File: src/rtl/ysyx_mem_arbiter_pkg.sv
// Shared types for the IFU/LSU memory-bus arbiter: owner state encoding,
// the fixed IFU read strobe and the response-timer width helper.
package ysyx_mem_arbiter_pkg;

    typedef enum logic [1:0] {
        ARB_IDLE   = 2'd0,
        ARB_IFU_RD = 2'd1,
        ARB_LSU_RD = 2'd2,
        ARB_LSU_WR = 2'd3
    } arb_state_e;

    // Instruction fetches always read a full 32-bit word.
    localparam logic [7:0] IFU_RSTRB = 8'h0f;

    // A limit of 0 disables the timer but still needs a 1-bit counter.
    function automatic int timer_width(input int limit);
        return (limit < 1) ? 1 : $clog2(limit + 1);
    endfunction

endpackage

File: src/rtl/ysyx_bus_timer.sv
// Response watchdog: counts busy cycles since the last clear and flags the
// cycle on which the count reaches TIMEOUT_CYC (never, when TIMEOUT_CYC is 0).
module ysyx_bus_timer
    import ysyx_mem_arbiter_pkg::*;
#(
    parameter int TIMEOUT_CYC = 1023
) (
    input  logic clk,
    input  logic rst,
    input  logic i_clear,
    input  logic i_enable,
    output logic o_expire
);

    localparam int CW = timer_width(TIMEOUT_CYC);
    localparam logic [CW-1:0] LIMIT = CW'(TIMEOUT_CYC);
    localparam logic [CW-1:0] ONE   = CW'(1);

    logic [CW-1:0] r_count;

    // Saturates at the limit so a disabled or expired timer never wraps.
    always_ff @(posedge clk) begin
        if (rst || i_clear) begin
            r_count <= '0;
        end else if (i_enable && (r_count != LIMIT)) begin
            r_count <= r_count + ONE;
        end
    end

    assign o_expire = (TIMEOUT_CYC != 0) && i_enable && (r_count == LIMIT);

endmodule

File: src/rtl/ysyx_mem_arbiter.sv
// Non-preemptive arbiter sharing one memory-bus master port between the IFU
// and the LSU; one transaction in flight, request fields latched at grant.
module ysyx_mem_arbiter
    import ysyx_mem_arbiter_pkg::*;
#(
    parameter int ADDR_W      = 32,
    parameter int DATA_W      = 32,
    parameter int TIMEOUT_CYC = 1023
) (
    input  logic              clk,
    input  logic              rst,
    input  logic [ADDR_W-1:0] ifu_araddr,
    input  logic              ifu_arvalid,
    output logic [DATA_W-1:0] ifu_rdata,
    output logic              ifu_rvalid,
    input  logic [ADDR_W-1:0] lsu_araddr,
    input  logic              lsu_arvalid,
    input  logic [7:0]        lsu_rstrb,
    output logic [DATA_W-1:0] lsu_rdata,
    output logic              lsu_rvalid,
    input  logic [ADDR_W-1:0] lsu_awaddr,
    input  logic              lsu_awvalid,
    input  logic [DATA_W-1:0] lsu_wdata,
    input  logic [7:0]        lsu_wstrb,
    output logic              lsu_wready,
    output logic              bus_err_o,
    output logic [ADDR_W-1:0] bus_araddr_o,
    output logic              bus_arvalid_o,
    output logic [7:0]        bus_rstrb_o,
    input  logic [DATA_W-1:0] bus_rdata,
    input  logic              bus_rvalid,
    output logic [ADDR_W-1:0] bus_awaddr_o,
    output logic              bus_awvalid_o,
    output logic [DATA_W-1:0] bus_wdata_o,
    output logic [7:0]        bus_wstrb_o,
    output logic              bus_wvalid_o,
    input  logic              bus_wready,
    output logic [1:0]        o_dbg_state
);

    // Handshake: requesters hold a level valid until their one-cycle completion
    // pulse; downstream valids are registered and held until bus_rvalid /
    // bus_wready (same-cycle completion) or the timer expires.

    arb_state_e        r_state, w_next;
    logic [ADDR_W-1:0] r_addr, w_addr;
    logic [7:0]        r_strb, w_strb;
    logic [DATA_W-1:0] r_wdata, w_wdata;

    logic w_rd_busy, w_wr_busy, w_busy;
    logic w_done, w_expire, w_timeout, w_finish;

    assign w_rd_busy = (r_state == ARB_IFU_RD) || (r_state == ARB_LSU_RD);
    assign w_wr_busy = (r_state == ARB_LSU_WR);
    assign w_busy    = w_rd_busy || w_wr_busy;
    assign w_done    = (w_rd_busy && bus_rvalid) || (w_wr_busy && bus_wready);
    assign w_timeout = w_expire && !w_done;
    assign w_finish  = w_done || w_expire;

    ysyx_bus_timer #(
        .TIMEOUT_CYC(TIMEOUT_CYC)
    ) u_timer (
        .clk     (clk),
        .rst     (rst),
        .i_clear (r_state == ARB_IDLE),
        .i_enable(w_busy),
        .o_expire(w_expire)
    );

    always_ff @(posedge clk) begin
        if (rst) begin
            r_state <= ARB_IDLE;
            r_addr  <= '0;
            r_strb  <= '0;
            r_wdata <= '0;
        end else begin
            r_state <= w_next;
            r_addr  <= w_addr;
            r_strb  <= w_strb;
            r_wdata <= w_wdata;
        end
    end

    // Stores beat loads, loads beat fetches; busy states ignore all requests.
    always_comb begin
        w_next  = r_state;
        w_addr  = r_addr;
        w_strb  = r_strb;
        w_wdata = r_wdata;
        case (r_state)
            ARB_IDLE: begin
                if (lsu_awvalid) begin
                    w_next  = ARB_LSU_WR;
                    w_addr  = lsu_awaddr;
                    w_strb  = lsu_wstrb;
                    w_wdata = lsu_wdata;
                end else if (lsu_arvalid) begin
                    w_next  = ARB_LSU_RD;
                    w_addr  = lsu_araddr;
                    w_strb  = lsu_rstrb;
                    w_wdata = '0;
                end else if (ifu_arvalid) begin
                    w_next  = ARB_IFU_RD;
                    w_addr  = ifu_araddr;
                    w_strb  = IFU_RSTRB;
                    w_wdata = '0;
                end
            end
            default: begin
                if (w_finish) begin
                    w_next = ARB_IDLE;
                end
            end
        endcase
    end

    assign bus_arvalid_o = w_rd_busy;
    assign bus_araddr_o  = w_rd_busy ? r_addr : '0;
    assign bus_rstrb_o   = w_rd_busy ? r_strb : '0;
    assign bus_awvalid_o = w_wr_busy;
    assign bus_wvalid_o  = w_wr_busy;
    assign bus_awaddr_o  = w_wr_busy ? r_addr  : '0;
    assign bus_wdata_o   = w_wr_busy ? r_wdata : '0;
    assign bus_wstrb_o   = w_wr_busy ? r_strb  : '0;

    // A timeout completes the owner with zero data and raises bus_err_o.
    assign ifu_rvalid = (r_state == ARB_IFU_RD) && w_finish;
    assign ifu_rdata  = ((r_state == ARB_IFU_RD) && bus_rvalid) ? bus_rdata : '0;
    assign lsu_rvalid = (r_state == ARB_LSU_RD) && w_finish;
    assign lsu_rdata  = ((r_state == ARB_LSU_RD) && bus_rvalid) ? bus_rdata : '0;
    assign lsu_wready = w_wr_busy && w_finish;
    assign bus_err_o  = w_timeout;

    assign o_dbg_state = r_state;

endmodule

File: config.mk
export PLATFORM = sky130hd
export DESIGN_NAME = ysyx_mem_arbiter
export DESIGN_NICKNAME = d
export VERILOG_FILES = /design/src/rtl/ysyx_mem_arbiter_pkg.sv /design/src/rtl/ysyx_bus_timer.sv /design/src/rtl/ysyx_mem_arbiter.sv
export SDC_FILE = /design/constraint.sdc
export NUM_CORES = 1
export LEC_CHECK = 0
export BUFFER_PORTS_ARGS = -buffer_cell sky130_fd_sc_hd__buf_2
export CAP_MARGIN = 30
export CORE_AREA = 2 2 143 145
export DETAILED_ROUTE_END_ITERATION = 7
export DIE_AREA = 0 0 145 147
export SLEW_MARGIN = 20
export SYNTH_ARGS = -nofsm -noshare
export SYNTH_HDL_FRONTEND = slang
export SYNTH_SLANG_ARGS = --single-unit
File: constraint.sdc
create_clock -name clk -period 1.7 [get_ports clk]
set_clock_uncertainty 0.15 [all_clocks]
set_input_delay 0.17 -clock clk [delete_from_list [all_inputs] [get_ports clk]]
set_output_delay 0.17 -clock clk [all_outputs]
set_load 0.01 [all_outputs]
==> impl_metrics.yaml, run 1 <==
placed_design:
  placed_cells: 1280
  gp_congestion: 0.8215
  dp.final_hpwl_um: 14970
  post-place-ws_ns: -0.08326
  portBuffers: 367
sta:
  fmax_mhz: 490.7
  finalCritPeriodShare_pct: 119.9
  slew_violations: 0
  rsz0062_at_grt: "true"
  finalSetupViolCount: 186
  worst_slew_pin_slew_ns: 0.5213
  maxSlewHeadroom_pct: 65.18
  tns_ns: -38.71
  period_needed_ns: 2.038
  setup_ws_ns: -0.3378
  hold_viol_final: 2
  holdWs_ns: -0.01503
global_routing:
  use_met2_pct: 35.67
  busiest_layer: "met2"
  use_met1_pct: 20.35
  grt_pass1_wl_um: 32090
  grt_max_degree: 65
  antenna_found_initial: 2
  track_usage_pct: 18.75
  grt_pass1_vias: 6176
  grtUsageMet3_pct: 3.975
  gr-total-overflow: 0
power:
  p_int_uw: 4722
  power_uw: 7038
  power.static_leakage_uw: 0.004580
  combinationalPowerShare_pct: 36.7
  p_clk_share_pct: 30.0
  power_density_nw_per_um2: 803.6
  pwr-share-seq_pct: 33.3
  swShare_pct: 32.92
  vdd_drop_max_mv: 0.4187
  p_switching_uw: 2317
route:
  antenna_left: 0
  post_drt_via_cell_ratio: 4.689
  drt-initial-drc-count: 213
  finalWirelength_um: 21950
  vias: 6475
  wire_per_inst_um: 15.89
  firstDrtPassIters: 5
  drc: 0
synth:
  synth_cell_types: 37
  yosys_warnings: 0
  synthesis.area_um2: 5065
  avgSynthCellArea_um2: 7.481
  syn_nets: 865
  syn_inst: 677
  yosysSeqAreaShare_pct: 33.20
  synth_ff_type: "dfxtp_1"
  ys_async_sr_fraction_pct: 0
  ys_ff_latch: 84
  synth-edff-count: 0
worst_setup_path:
  r2r_cells: 6
  critPathMaxFanout: 5
  arrival_ns: 1.72
  worstPathRequired_ns: 1.38
  cp-start-kind: "register"
  path_class: "register to output port"
  end_kind: "output port"
clocking:
  path_clk_slew_ns: 0.06
  clockBufferDepth: 2
  tritoncts: "yes"
  root_buffer: "clkbuf_16"
  htreeDepth: 3
  clk_latency_ns: 0.34
  numCtsBuffers: 9
  cts.sinks: 84
cells_and_area:
  fin_cells: 1381
  syn2layout_area_growth_pct: 72.92
  multi_input_area_um2: 3189
  final-seq-area_um2: 1689
  drive_above_1_share_pct: 40.94
  nNetsFinal: 1292
  nFillCells: 1976
die:
  io_pins: 368
  core_um2: 19840
  die_w_um: 145
  dieArea_um2: 21320
  chipHeight_um: 147
  start_util_pct: 25.52
  num_rows: 52
status:
  outcome: "finished, violations left"
  violations: "hold timing, setup timing"
hold_path:
  hold_class: "input pin to register"
  whs_path_depth: 3
run:
  drv_cap: 0
[metrics by stage]
step / area, µm² / utilization, % / hold WS (ns)
after global routing: 8758 / 44.14 / 0.01269
after detailed placement: 7342 / 37.00 / 0.2888
after floorplan: 5085 / - / 0.1849
final: 8758 / 44.14 / -0.01503
after CTS: 8531 / 42.99 / 0.006025
after global placement: 7342 / 37.00 / 0.2841
[sequential cells by signal, indices dropped and copies added, names as in the netlist]
name             flops
r_addr              32
r_wdata             32
u_timer.r_count     10
r_strb               8
o_dbg_state          2
[logic make-up after synthesis]
family | Yosys count | share of synthesized area [%]
simple gates | 355 | 37.40
compound gates | 126 | 15.07
fa+ha+maj | 5 | 1.235
xor+xnor | 4 | 0.6918
mux | 33 | 6.522
flops | 84 | 33.20
buf+inv | 70 | 5.879
[worst max-delay path: stages, from the launching register on]
cell     delay [ns]
dfxtp_4        0.38
inv_4          0.04
ha_4           0.21
a22o_1         0.24
a31o_4         0.24
and2_4         0.15
buf_6          0.11
[worst paths after layout]
kind / end / start / slack [ns]
worst max register to register: o_dbg_state[1] / o_dbg_state[0] / -0.08
worst min register to register: r_wdata[2] / r_wdata[2] / 0.29
worst min-delay path: r_strb[3] / lsu_rstrb[3] / -0.02
worst max-delay path: ifu_rvalid / o_dbg_state[0] / -0.34
[metal layers]
| metal | up-vias | share of wire, % | wire (µm) |
|---|---|---|---|
| li1 | 3190 | - | - |
| met2 | 284 | 52 | 11340 |
| met1 | 2973 | 39 | 8620 |
| met5 | - | 0 | 0 |
| met3 | 28 | 6.3 | 1381 |
| met4 | 0 | 2.7 | 603 |
[area by class of cell]
type,instances,area share [%]
clock inverter,4,0.6286
timing repair buffer,482,36.50
multi-input combinational,523,36.41
inverter,4,0.2000
sequential,84,19.29
clock buffer,12,3.057
antenna,2,0.05714
tap,270,3.857
[placed cells by master, fill, tap and decap left out, types with 10 or more instances in the layout]
master and instances:
buf_2 363, and2_1 111, nand2_1 104, dfxtp_1 80, dlygate4sd3_1 71, a21oi_1 70
and3_1 67, nand3_1 34, mux2i_1 33, o211ai_1 32, buf_4 22, clkbuf_16 13
buf_12 12, nor2_1 10
[power groups by stage]
stage	Combinational, µW	Clock (µW)	Sequential [µW]
final	2580	2110	2350
after CTS	2480	2180	2340
after detailed placement	2080	0	2380
after floorplan	1200	0	2320
after global routing	2800	2240	2370
after global placement	2050	0	2380
[synth_stat cells, drive strengths merged (5+ instances only)]
library cell,n,area (µm²)
a21oi,72,360.4
and2,116,725.7
and3,67,419.2
buf,23,121.4
clkbuf,43,161.4
dfxtp,84,1682
ha,5,62.56
mux2i,33,330.3
nand2,104,390.4
nand3,35,175.2
nor2,12,45.04
nor3,7,40.04
o211ai,32,240.2
o21ai,6,30.03
[timing repair]
action                                  4_1_cts  5_1_grt
endpoints found under the setup margin      187      203
gates cloned                                  3        4
endpoints found under the hold margin        67        0
pin swaps                                     6       12
gates resized for setup                       8       31
setup buffers                                 3        2
hold buffers                                 71        0
Power figures use the tool's default switching activity.
==> run 2: changes to the inputs <==
- CELL_PAD_IN_SITES_DETAIL_PLACEMENT: unset -> 0
- CELL_PAD_IN_SITES_GLOBAL_PLACEMENT: unset -> 2
- CORE_AREA: 2 2 143 145 -> unset
- CORE_MARGIN: unset -> 2
- CORE_UTILIZATION: unset -> 22
- DIE_AREA: 0 0 145 147 -> unset
- PLACE_DENSITY_LB_ADDON: unset -> 0.1
- clock period: 1.7 -> 2.5 ns (I/O delays scaled with it)
==> impl_metrics.yaml, run 2 (same netlist as run 1, synthesis figures left out) <==
status:
  outcome: "finished clean"
clocking:
  root_buffer: "clkbuf_16"
  cts_setup_buffers: 0
  cts.sinks: 84
  clk_latency_ns: 0.34
  path_clk_slew_ns: 0.07
  htreeDepth: 3
  tritoncts: "yes"
  clockBufferDepth: 2
  numCtsBuffers: 9
  cts-hold-fix-buffers: 0
global_routing:
  antenna_found_initial: 3
  grt_pass1_wl_um: 32530
  grt_pass1_vias: 5612
  gr-total-overflow: 0
  grt_max_degree: 65
  track_usage_pct: 17.28
route:
  finalWirelength_um: 21810
  antenna_left: 0
  drc: 0
  post_drt_via_cell_ratio: 4.519
  drt-initial-drc-count: 272
  vias: 5870
  wire_per_inst_um: 16.79
  firstDrtPassIters: 4
power:
  p_int_uw: 2828
  power_density_nw_per_um2: 582.9
  power.static_leakage_uw: 0.004053
  pwr-share-seq_pct: 36.4
  p_switching_uw: 1536
  vdd_drop_max_mv: 0.2330
  combinationalPowerShare_pct: 30.5
  p_clk_share_pct: 33.2
  swShare_pct: 35.20
worst_setup_path:
  end_kind: "output port"
  r2r_cells: 7
  cp-start-kind: "register"
  worstPathRequired_ns: 2.10
  path_class: "register to output port"
  arrival_ns: 1.93
  critPathMaxFanout: 5
die:
  num_rows: 55
  io_pins: 368
  die_w_um: 155.7
  start_util_pct: 22.37
  core_um2: 22640
  chipHeight_um: 155.7
  dieArea_um2: 24250
cells_and_area:
  nNetsFinal: 1196
  nFillCells: 2504
  reg_top3: "r_addr x32, r_wdata x32, u_timer.r_count x10"
  multi_input_area_um2: 3107
  drive_above_1_share_pct: 40.38
  final-seq-area_um2: 1682
  final_util_pct: 33.07
  layout_commonest_cell: "buf_2"
  final_cell_mix: "buf_2 (367), and2_1 (116), nand2_1 (104), dfxtp_1 (84), a21oi_1 (72)"
  syn2layout_area_growth_pct: 47.83
sta:
  fmax_mhz: 429.9
  finalSetupViolCount: 0
  maxSlewHeadroom_pct: 57.09
  worst_slew_pin_slew_ns: 0.6437
  tns_ns: 0
  rsz0062_at_grt: "false"
  slew_violations: 0
  finalCritPeriodShare_pct: 93.05
  period_needed_ns: 2.326
  hold_viol_final: 0
run:
  drv_cap: 0
placed_design:
  portBuffers: 367
  gp_congestion: 0.7709
  dp.final_hpwl_um: 16420
hold_path:
  hold_class: "input pin to register"
  whs_path_depth: 3
-- run 2: cell types whose count changed in the layout (fill, tap and decap cells not counted), sizes merged, moves of 3 or more --
cell / change
inv: +3
buf: -21
clkbuf: -6
dlygate4sd3: -71
-- run 2: power by group through the flow --
stage,Clock (µW),Sequential (µW),Combinational [µW]
6_report,1450,1590,1330
5_1_grt,1570,1610,1490
4_1_cts,1510,1590,1360
3_5_place_dp,0,1620,1360
3_3_place_gp,0,1620,1370
2_1_floorplan,0,1570,802
-- run 2: repair_timing --
item,in CTS,in global routing
endpoints found under the hold margin,0,0
endpoints found under the setup margin,0,3
gates resized for setup,0,1
-- run 2: cell type report --
cell class,instances,share of cell area [%]
repair buffers,386,26.77
flip-flops and latches,84,22.46
clock inverters,7,1.270
well taps,285,4.763
diodes,1,0.03342
inverters,4,0.2005
multi-input cells,523,41.49
clock buffers,9,3.008
-- run 2: path summary, 6_finish.rpt --
check                  from     endpoint  slack, ns
max          o_dbg_state[1]   lsu_wready       0.17
min           lsu_wdata[27]  r_wdata[27]       0.02
max reg2reg  o_dbg_state[1]    r_addr[7]       0.46
min reg2reg     r_wdata[29]  r_wdata[29]       0.30
-- run 2: critical path: stages, from the launching register on --
cell	delay [ns]
dfxtp_1	0.39
inv_1	0.11
ha_1	0.31
a22o_1	0.25
a31o_4	0.23
and2_1	0.15
buf_2	0.15
-- run 2: through the flow --
stage	cells	hold WS (ns)	total power, µW	area [µm²]	setup WS, ns
finish	1299	0.02328	4365	7487	0.1737
CTS	1298	0.006049	4462	7476	0.09361
global route	1298	0.006307	4674	7485	0.05215
global placement	1282	0.2853	2987	7156	0.5111
detailed placement	1282	0.2904	2981	7156	0.4268
floorplan	677	0.2649	2376	5065	0.5520
-- run 2: routing by layer --
metal | vias to the layer above | share of wire (%) | global-route usage [%]
met5 | - | 0.041 | 0
met4 | 2 | 0.77 | 3.713
met3 | 10 | 8.1 | 5.528
met2 | 245 | 48 | 30.19
met1 | 2622 | 43 | 20.75
li1 | 2991 | - | -
==> run 3: changes to the inputs <==
- REMOVE_ABC_BUFFERS: unset -> 1
==> impl_metrics.yaml, run 3 (same netlist as run 1, synthesis figures left out) <==
global_routing:
  antenna_found_initial: 2
  grt_pass1_wl_um: 31890
  gr-total-overflow: 0
  grt_pass1_vias: 5652
  track_usage_pct: 17.04
  grt_max_degree: 73
sta:
  maxSlewHeadroom_pct: 61.50
  setup_ws_ns: 0.1250
  tns_ns: 0
  holdWs_ns: 0.02341
  finalCritPeriodShare_pct: 95.00
  period_needed_ns: 2.375
  finalSetupViolCount: 0
  worst_slew_pin_slew_ns: 0.5775
  fmax_mhz: 421.1
  slew_violations: 0
  rsz0062_at_grt: "false"
  hold_viol_final: 0
clocking:
  numCtsBuffers: 9
  cts.sinks: 84
  clockBufferDepth: 2
  cts-hold-fix-buffers: 0
  clk_latency_ns: 0.34
  root_buffer: "clkbuf_16"
  tritoncts: "yes"
  htreeDepth: 3
  path_clk_slew_ns: 0.07
route:
  drc: 0
  firstDrtPassIters: 4
  post_drt_via_cell_ratio: 4.590
  drt-initial-drc-count: 260
  finalWirelength_um: 21500
  wire_per_inst_um: 16.55
  vias: 5963
  antenna_left: 0
worst_setup_path:
  crit_end: "lsu_wready"
  cp-start-kind: "register"
  r2r_cells: 6
  end_kind: "output port"
  worstPathRequired_ns: 2.10
  r2r-start: "o_dbg_state[0]"
  path_class: "register to output port"
  r2r-end: "o_dbg_state[1]"
  arrival_ns: 1.98
  critPathMaxFanout: 12
  r2r_slack_ns: 0.51
  startpoint: "o_dbg_state[0]"
cells_and_area:
  layout_commonest_cell: "buf_2"
  multi_input_area_um2: 3105
  nNetsFinal: 1195
  reg_top3: "r_addr x32, r_wdata x32, u_timer.r_count x10"
  final_cell_mix: "buf_2 (367), and2_1 (116), nand2_1 (104), dfxtp_1 (84), a21oi_1 (72)"
  syn2layout_area_growth_pct: 47.36
  drive_above_1_share_pct: 40.42
  stdcell_area_um2: 7463
  nFillCells: 2519
  final-seq-area_um2: 1682
die:
  start_util_pct: 22.37
  chipHeight_um: 155.7
  core_um2: 22640
  die_w_um: 155.7
  num_rows: 55
  io_pins: 368
  dieArea_um2: 24250
run:
  drv_cap: 0
placed_design:
  gp_congestion: 0.7583
  post-place-ws_ns: 0.4042
  dpl-instance-area_um2: 7148
  dp.final_hpwl_um: 16110
  portBuffers: 367
power:
  power.static_leakage_uw: 0.004040
  power_density_nw_per_um2: 573.4
  power_uw: 4279
  vdd_drop_max_mv: 0.3083
status:
  outcome: "finished clean"
hold_path:
  hold_class: "input pin to register"
  min_from: "lsu_wdata[11]"
==> run 3: power by group <==
group / total, µW / internal [µW] / switching [µW]
Combinational: 1320 / 528 / 792
Sequential: 1590 / 1490 / 103
Clock: 1370 / 780 / 592
==> run 3: worst min path at each step <==
| stage | end | slack [ns] | cells past startpoint |
|---|---|---|---|
| after global routing | r_wdata[26] | 0.02 | 3 |
| after global placement | r_wdata[30] | 0.29 | 2 |
| after detailed placement | r_wdata[10] | 0.29 | 2 |
| final | r_wdata[11] | 0.02 | 3 |
| after CTS | r_wdata[9] | 0.007 | 3 |
| after floorplan | o_dbg_state[0] | 0.17 | 1 |
==> run 3: area by class of cell <==
type / count / share of cell area (%)
multi-input cells: 523 / 41.61
repair buffers: 385 / 26.76
flip-flops and latches: 84 / 22.53
well taps: 285 / 4.778
clock buffers: 9 / 3.018
clock inverters: 7 / 1.039
inverters: 4 / 0.2012
diodes: 2 / 0.06706
==> run 3: layer usage <==
layer,vias up,wire [µm],part of all wire (%),track usage (%)
li1,2997,-,-,-
met1,2735,8603,40,18.61
met2,213,11100,52,32.51
met3,18,1403,6.5,3.778
met4,0,392,1.8,5.374
met5,-,0,0,0
==> run 3: metrics by stage <==
stage / cells / utilization (%)
after floorplan: 611 / -
after global placement: 1281 / 31.57
after detailed placement: 1281 / 31.57
after CTS: 1297 / 32.91
after global routing: 1298 / 32.95
final: 1299 / 32.96
==> run 3: worst max-delay path, cell delays in order (launching register included) <==
cell and delay (ns):
dfxtp_1 0.34, inv_1 0.12, ha_2 0.32, and4b_1 0.25
a31o_1 0.30, and2_1 0.18, buf_2 0.13
==> run 3: repair_timing <==
action                                  in CTS  in global routing
endpoints found under the setup margin       0                  4
hold endpoints to repair                     0                  0
setup buffers                                0                  0
gates resized for setup                      0                  2
